<file path="config.mk">
export PLATFORM = sky130hd
export DESIGN_NAME = one_wire_rom_id_ctrl
export DESIGN_NICKNAME = d
export VERILOG_FILES = /design/src/rtl/one_wire_rom_id_ctrl.sv
export SDC_FILE = /design/constraint.sdc
export NUM_CORES = 1
export LEC_CHECK = 0
export ABC_AREA = 1
export CAP_MARGIN = 20
export CORE_ASPECT_RATIO = 1.1
export CORE_UTILIZATION = 45
export CTS_CLUSTER_SIZE = 16
export DETAILED_ROUTE_END_ITERATION = 8
export GPL_TIMING_DRIVEN = 0
export PLACE_DENSITY = 0.71
export RECOVER_POWER = 25
export SYNTH_ARGS = -nofsm -noshare
export SYNTH_HDL_FRONTEND = slang
export SYNTH_SLANG_ARGS = --single-unit
</file>
<file path="constraint.sdc">
create_clock -name clk -period 3.8 [get_ports clk]
set_clock_uncertainty 0.2 [all_clocks]
set_input_delay 0.38 -clock clk [delete_from_list [all_inputs] [get_ports clk]]
set_output_delay 0.38 -clock clk [all_outputs]
set_load 0.05 [all_outputs]
</file>
<file path="src/rtl/one_wire_rom_id_ctrl.sv">
// one_wire_rom_id_ctrl: collects a 1-Wire ROM ID byte stream, replays it
// LSB-first into a bit-serial CRC-8 engine and judges the engine result.
// Optional build macro ONE_WIRE_FAMILY_CHECK_EN adds a family-code check
// and the family_err output.
module one_wire_rom_id_ctrl #(
   parameter int         NUM_BYTES      = 8,
   parameter int         TIMEOUT_CYCLES = 16,
   parameter logic [7:0] FAMILY_CODE    = 8'h28
) (
   input  logic                   clk,
   input  logic                   rst,
   input  logic                   start,
   input  logic                   byte_valid,
   input  logic [7:0]             byte_data,
   output logic                   byte_ready,
   output logic                   crc_start,
   output logic                   crc_bit,
   input  logic [7:0]             crc_data,
   input  logic                   crc_valid,
   output logic                   busy,
   output logic                   done,
   output logic                   id_ok,
   output logic                   err_crc,
   output logic                   err_timeout,
   output logic [NUM_BYTES*8-1:0] rom_id
`ifdef ONE_WIRE_FAMILY_CHECK_EN
   ,
   output logic                   family_err
`endif
);

   localparam int NBITS = NUM_BYTES * 8;
   localparam int BCW   = $clog2(NUM_BYTES);
   localparam int ICW   = $clog2(NBITS);
   localparam int TCW   = (TIMEOUT_CYCLES > 1) ? $clog2(TIMEOUT_CYCLES) : 1;

   localparam logic [BCW-1:0] LAST_BYTE = BCW'(NUM_BYTES - 1);
   localparam logic [ICW-1:0] LAST_BIT  = ICW'(NBITS - 1);
   localparam logic [TCW-1:0] LAST_WAIT = TCW'(TIMEOUT_CYCLES - 1);

   typedef enum logic [2:0] {
      S_IDLE,
      S_COLLECT,
      S_STREAM,
      S_WAIT,
      S_DONE
   } state_t;

   state_t           state_q, state_d;
   logic [BCW-1:0]   byte_cnt_q, byte_cnt_d;
   logic [ICW-1:0]   bit_idx_q, bit_idx_d;
   logic [TCW-1:0]   tcnt_q, tcnt_d;
   logic [NBITS-1:0] rom_id_q, rom_id_d;
   logic             byte_ready_q, byte_ready_d;
   logic             crc_start_q, crc_start_d;
   logic             crc_bit_q, crc_bit_d;
   logic             busy_q, busy_d;
   logic             done_q, done_d;
   logic             id_ok_q, id_ok_d;
   logic             err_crc_q, err_crc_d;
   logic             err_timeout_q, err_timeout_d;
   logic             fam_bad;
`ifdef ONE_WIRE_FAMILY_CHECK_EN
   logic             family_err_q, family_err_d;
`endif

   // Next-state and registered-output computation for the sequencer.
   always_comb begin
      state_d       = state_q;
      byte_cnt_d    = byte_cnt_q;
      bit_idx_d     = bit_idx_q;
      tcnt_d        = tcnt_q;
      rom_id_d      = rom_id_q;
      byte_ready_d  = byte_ready_q;
      crc_start_d   = 1'b0;
      crc_bit_d     = 1'b0;
      done_d        = 1'b0;
      id_ok_d       = id_ok_q;
      err_crc_d     = err_crc_q;
      err_timeout_d = err_timeout_q;
`ifdef ONE_WIRE_FAMILY_CHECK_EN
      fam_bad       = (rom_id_q[7:0] != FAMILY_CODE);
      family_err_d  = family_err_q;
`else
      fam_bad       = 1'b0;
`endif
      case (state_q)
         S_IDLE: begin
            if (start) begin
               state_d       = S_COLLECT;
               byte_cnt_d    = '0;
               byte_ready_d  = 1'b1;
               id_ok_d       = 1'b0;
               err_crc_d     = 1'b0;
               err_timeout_d = 1'b0;
`ifdef ONE_WIRE_FAMILY_CHECK_EN
               family_err_d  = 1'b0;
`endif
            end
         end
         S_COLLECT: begin
            if (byte_valid && byte_ready_q) begin
               for (int k = 0; k < NUM_BYTES; k++) begin
                  if (byte_cnt_q == BCW'(k)) rom_id_d[8*k +: 8] = byte_data;
               end
               if (byte_cnt_q == LAST_BYTE) begin
                  // Byte 0 is already stored, so bit 0 can launch right away.
                  state_d      = S_STREAM;
                  byte_ready_d = 1'b0;
                  bit_idx_d    = '0;
                  crc_start_d  = 1'b1;
                  crc_bit_d    = rom_id_q[0];
               end else begin
                  byte_cnt_d = byte_cnt_q + BCW'(1);
               end
            end
         end
         S_STREAM: begin
            if (bit_idx_q == LAST_BIT) begin
               state_d = S_WAIT;
               tcnt_d  = '0;
            end else begin
               bit_idx_d = bit_idx_q + ICW'(1);
               crc_bit_d = rom_id_q[bit_idx_q + ICW'(1)];
            end
         end
         S_WAIT: begin
            // A result on the final allowed cycle wins over the timeout.
            if (crc_valid) begin
               state_d       = S_DONE;
               done_d        = 1'b1;
               err_crc_d     = (crc_data != 8'h00);
               err_timeout_d = 1'b0;
               id_ok_d       = (crc_data == 8'h00) && !fam_bad;
`ifdef ONE_WIRE_FAMILY_CHECK_EN
               family_err_d  = fam_bad;
`endif
            end else if (tcnt_q == LAST_WAIT) begin
               state_d       = S_DONE;
               done_d        = 1'b1;
               err_crc_d     = 1'b0;
               err_timeout_d = 1'b1;
               id_ok_d       = 1'b0;
`ifdef ONE_WIRE_FAMILY_CHECK_EN
               family_err_d  = fam_bad;
`endif
            end else begin
               tcnt_d = tcnt_q + TCW'(1);
            end
         end
         S_DONE: begin
            state_d = S_IDLE;
         end
         default: begin
            state_d = S_IDLE;
         end
      endcase
      busy_d = (state_d != S_IDLE);
   end

   // State, counters, captured ID and all outputs; reset aborts everything.
   always_ff @(posedge clk) begin
      if (rst) begin
         state_q       <= S_IDLE;
         byte_cnt_q    <= '0;
         bit_idx_q     <= '0;
         tcnt_q        <= '0;
         rom_id_q      <= '0;
         byte_ready_q  <= 1'b0;
         crc_start_q   <= 1'b0;
         crc_bit_q     <= 1'b0;
         busy_q        <= 1'b0;
         done_q        <= 1'b0;
         id_ok_q       <= 1'b0;
         err_crc_q     <= 1'b0;
         err_timeout_q <= 1'b0;
`ifdef ONE_WIRE_FAMILY_CHECK_EN
         family_err_q  <= 1'b0;
`endif
      end else begin
         state_q       <= state_d;
         byte_cnt_q    <= byte_cnt_d;
         bit_idx_q     <= bit_idx_d;
         tcnt_q        <= tcnt_d;
         rom_id_q      <= rom_id_d;
         byte_ready_q  <= byte_ready_d;
         crc_start_q   <= crc_start_d;
         crc_bit_q     <= crc_bit_d;
         busy_q        <= busy_d;
         done_q        <= done_d;
         id_ok_q       <= id_ok_d;
         err_crc_q     <= err_crc_d;
         err_timeout_q <= err_timeout_d;
`ifdef ONE_WIRE_FAMILY_CHECK_EN
         family_err_q  <= family_err_d;
`endif
      end
   end

   assign byte_ready  = byte_ready_q;
   assign crc_start   = crc_start_q;
   assign crc_bit     = crc_bit_q;
   assign busy        = busy_q;
   assign done        = done_q;
   assign id_ok       = id_ok_q;
   assign err_crc     = err_crc_q;
   assign err_timeout = err_timeout_q;
   assign rom_id      = rom_id_q;
`ifdef ONE_WIRE_FAMILY_CHECK_EN
   assign family_err  = family_err_q;
`endif

endmodule

</file>
# Yosys cells after proc, flatten, opt, wreduce, memory -nomap -nowiden
# Index checks and enable logic that the tools add are counted.
word_totals:
  register_bits: 88
  latchBits: 0
  ram_bits: 0
  mem_bits_ro: 0
  inputBits: 21
  output_inout_bits: 72
  n_memories: 0
classes:
  add_sub_neg: 3
  n_mul: 0
  n_div: 0
  order_cmp: 1
  n_eq_ne: 21
  shift: 0
  mux: 41
  bitwise: 3
  n_reduce_logical: 25
ops:
  columns: ["cell", "n"]
  rows:
  - ["3-bit two-way mux", 9]
  - ["3-bit AND reduction", 9]
  - ["6-bit two-way mux", 3]
  - ["1-bit two-way mux", 16]
  - ["2-bit inequality test, second input constant", 8]
  - ["4-bit AND reduction", 4]
  - ["3-bit by 2-bit equality test with 1-bit output, second input constant", 4]
  - ["3-bit equality test, second input constant", 4]
  - ["4-bit two-way mux", 3]
  - ["3-bit case mux with 4 select lines", 1]
  - ["6-bit case mux with 2 select lines", 1]
  - ["1-bit case mux with 2 select lines", 5]
  - ["8-bit zero test", 1]
  - ["4-bit case mux with 2 select lines", 1]
  - ["2-bit nonzero test", 4]
  - ["8-bit nonzero test", 1]
  - ["6-bit by 7-bit < comparator with 1-bit output, second input constant", 1]
  - ["6-bit by 1-bit adder with 6-bit output, second input constant", 1]
  - ["1-bit binary-select mux with 6-bit select", 1]
  - ["3-bit by 1-bit equality test with 1-bit output, second input constant", 2]
  - ["6-bit equality test, second input constant", 1]
  - ["3-bit zero test", 2]
  - ["3-bit case mux with 2 select lines", 1]
  - ["4-bit by 1-bit adder with 4-bit output, second input constant", 1]
  - ["other kinds (8)", 10]

# Depth between registers and ports, before layout
depth:
  word_depth: 5
  ltp_mapped: 12
  depth_no_buf: 11

# Worst setup path after synthesis
# No wires, ideal clock.
synth_timing:
  path_kind: "reg2reg"
  startpoint: "reg byte_ready_q (netlist: byte_ready)"
  endpoint: "reg rom_id_q[13] (netlist: rom_id[13])"
  setup_ps: 119
  t_arrival_ps: 1579
  required_ps: 3481
  setup_slack_ps: 1901
  stages_incl_launch_ff: 7
  synth_period_minus_slack_ps: 1899
  path_cell_list: "dfxtp_1 -> nand2_1 -> nor2_4 -> nand3_1 -> buf_2 -> o21ai_0 -> a21oi_1"
synth_via:
  elab_chain_cells: 2
synth_lines:
  columns: ["element", "line", "source"]
  rows:
  - ["start: declaration", "54", "logic byte_ready_q, byte_ready_d;"]
  - ["start signal: assignment", "186", "byte_ready_q <= byte_ready_d;"]
  - ["1-bit logical AND", "102", "if (byte_valid && byte_ready_q) begin"]
  - ["3-bit AND reduction (no source line)", null, null]
  - ["end signal: assignment", "185", "rom_id_q <= rom_id_d;"]
  - ["end: declaration", "53", "logic [NBITS-1:0] rom_id_q, rom_id_d;"]
# No other way between the ends.
# A chain may end at the register's enable or synchronous reset.

# Worst setup path in the final report
layout_timing:
  startpoint: "reg state_q[0]"
  endpoint: "reg rom_id_q[59] (netlist: rom_id[59])"
layout_via:
  elab_chain_cells: 2
layout_lines:
  columns: ["element", "line", "source"]
  rows:
  - ["start: declaration", "49", "state_t state_q, state_d;"]
  - ["start signal: assignment", "181", "state_q <= state_d;"]
  - ["3-bit by 1-bit equality test with 1-bit output", "87", "case (state_q)"]
  - ["3-bit AND reduction (no source line)", null, null]
# No other way between the ends.

==> run metrics <==
Worst slew margin=33.4%; total routing usage reported by global routing=~27%; power density cells=342 nW/um2; Worst Path Arrival=around 3000 ps; routed wire length per instance=15.5 um; count of buffers inserted at the top-level ports=92; worst-margin pin slew=about 1000 ps; H-tree level count=3; proportion of synthesized chip area in sequential cells=43.6%; Unique masters post-synth=24; final wirelength=12300 um; area of the mapped netlist=4040 um2; Area Overhead vs Synth=30.9%; hold slack=~280 ps; highest achievable clock rate=approximately 350 MHz; average cell area after synthesis=7.04 um2; RSZ-0062 raised after global routing=no; global-route congestion overflow total=0; number of hold buffers added after cts=0; warning count from the yosys run=0; initial antenna violation count=0; share of the core filled with cells in the final layout=61.9%; # IOs=93; buffer cell driving the clock tree root=sky130_fd_sc_hd__clkbuf_8; starting utilization of the core area=~47%; average via count per standard cell=between 5 and 6; vias in the first global route=4019; number of synthesized register bits=88; number of inserted filler cells in the final layout=834; maximum number of buffers from clock root to sink=2; TritonCTS clock tree=yes; path class of the lowest-slack min-delay path=flip-flop to flip-flop; total of cells resized after clock tree synthesis=0; data required time of the worst path=3850 ps; status=complete, no violations; CTS sink cnt=88; violation count after the first detailed-route iteration=266; Lkg Pwr=2.02 nW; number of pins with negative max-slew slack in the final report=0; area occupied by multi-input gates=between 1500 and 2000 um2; total vias in the final route=about 4300; HPWL Detailed=8910 um; final routed DRC violation total=0; ratio of final minimum period to clock period=75.9%; largest net degree at the start of global routing=14; overall die width=92.3 um; critical path capture point type=flip-flop; number of standard-cell rows in the floorplan=35; net count after synthesis=603; Synth Instances=574; n_diodes=0; count of max-cap constraint violations=0; number of clock buffers inserted by TritonCTS=9; setup violation total in the final timing report=0; wire length of the first global-routing pass=19700 um; largest fanout of any net on the critical path=10; DR pass1 iterations=8; Core Footprint=8540 um2; crit path kind=flip-flop to flip-flop; count of buffers added by post-CTS timing repair for setup=0; Final Hold Fails=0; number of antenna-violating nets in the routed design=0; floorplan die area=9360 um2; Die Height=between 100 and 150 um; sum of negative setup slack=0 ps; global placer's final weighted congestion=0.862; critical path launch point type=flip-flop; clock-pin slew reported for the worst setup and hold paths after clock tree synthesis=80 ps; worst ir drop on vdd=227 uV; Post-layout nets=slightly above 700; proportion of layout cells with a drive suffix above 1=3.96%; final critical path time including I/O delays and setup=2880 ps; later-pin clock latency in the skew report=350 ps; register area=~1800 um2
## worst paths after layout
check,slack (ps),to,cells past startpoint,from
worst max-delay path,920,rom_id[59],10,state_q[0]
worst min-delay path,280,rom_id[20],2,rom_id[20]
worst max register to register,920,rom_id[59],10,state_q[0]
worst min register to register,280,rom_id[20],2,rom_id[20]
## kinds of logic (layout without fill, tap and decap cells)
logic type                 count (synthesis)  count (layout)  synth area share (%)
and+or+nand+nor                          203             203                  21.9
DFF                                       88              88                  43.6
adders and majority gates                  8               8                  2.48
buffers and inverters                    114             221                  11.2
xor gates and xnor gates                   3               3                 0.651
AOI/OAI and AO/OA                        158             158                  20.2
## synth_stat cells
cell type	count	area, um2
sky130_fd_sc_hd__nand2_1	92	345
sky130_fd_sc_hd__dfxtp_1	88	1760
sky130_fd_sc_hd__inv_1	82	308
sky130_fd_sc_hd__a21oi_1	79	395
sky130_fd_sc_hd__o21ai_0	69	345
sky130_fd_sc_hd__nand3_1	66	330
sky130_fd_sc_hd__nor2_1	35	131
sky130_fd_sc_hd__buf_2	13	65.1
sky130_fd_sc_hd__clkbuf_1	12	45.0
sky130_fd_sc_hd__ha_1	8	100
sky130_fd_sc_hd__inv_2	5	18.8
sky130_fd_sc_hd__o211ai_1	5	37.5
sky130_fd_sc_hd__a211oi_1	4	30.0
sky130_fd_sc_hd__nor3_1	4	20.0
sky130_fd_sc_hd__nor2_4	2	22.5
sky130_fd_sc_hd__xor2_1	2	17.5
sky130_fd_sc_hd__a31oi_1	1	6.26
sky130_fd_sc_hd__buf_6	1	11.3
sky130_fd_sc_hd__clkinv_1	1	3.75
sky130_fd_sc_hd__nand4_1	1	6.26
sky130_fd_sc_hd__nor3_4	1	16.3
sky130_fd_sc_hd__nor4_1	1	6.26
sky130_fd_sc_hd__or2_2	1	6.26
sky130_fd_sc_hd__xnor2_1	1	8.76
## flip-flops by register name, summed over array words and instances (netlist names), 3 cells and up
signal,flops
rom_id,64
state_q,3
tcnt_q,4
bit_idx_q,6
byte_cnt_q,3
## metal layers
metal  track usage, %  vias up  routed length [um]
li1                 -     2082                   -
met3             3.83       43                 862
met1             32.5     1955                5010
met4             15.5        0                 525
met2             46.7      175                5870
met5                0        -                   0
## cell type report
type / instances / share of cell area, %
timing repair buffer: 92 / 17.4
buffer: 26 / 2.18
multi-input combinational: 372 / 34.0
clock inverter: 3 / 1.23
clock buffer: 12 / 2.93
sequential: 88 / 33.3
inverter: 88 / 6.25
tap: 111 / 2.63
## metrics by stage
stage	instance area, um2	instances	setup WS, ps	power (mW)
after floorplan	4040	574	1900	1.04
after global routing	5290	792	632	1.87
after CTS	5320	792	1310	1.82
after global placement	5100	777	1370	1.10
after detailed placement	5100	777	1320	1.11
final	5290	792	916	1.81
## power breakdown
group          leakage, nW  switching (mW)  internal [mW]
sequential           0.710         0.00759          0.932
combinational         1.20          0.0965         0.0512
clock                0.112           0.319          0.402
total                 2.02           0.423           1.39
## placed cells by master, fill, tap and decap left out, drive strengths merged
master,count
a211oi,4
a21oi,79
a31oi,1
buf,9
bufinv,2
clkbuf,29
clkdlybuf4s50,91
clkinv,3
dfxtp,88
dlygate4sd3,1
ha,8
inv,86
nand2,92
nand3,66
nand4,1
nor2,37
nor3,5
nor4,1
o211ai,5
o21ai,69
or2,1
xnor2,1
xor2,2
## worst max-delay path, cell delays in order (launching register included)
cell and delay, ps:
sky130_fd_sc_hd__dfxtp_1 400, sky130_fd_sc_hd__clkinv_1 110, sky130_fd_sc_hd__nor3_1 470, sky130_fd_sc_hd__inv_2 70, sky130_fd_sc_hd__nor2_1 510, sky130_fd_sc_hd__inv_2 60
sky130_fd_sc_hd__nor2_1 420, sky130_fd_sc_hd__inv_1 210, sky130_fd_sc_hd__buf_6 190, sky130_fd_sc_hd__nor2_1 90, sky130_fd_sc_hd__nor2_1 60
No activity file was read; power rests on OpenSTA's default activity.
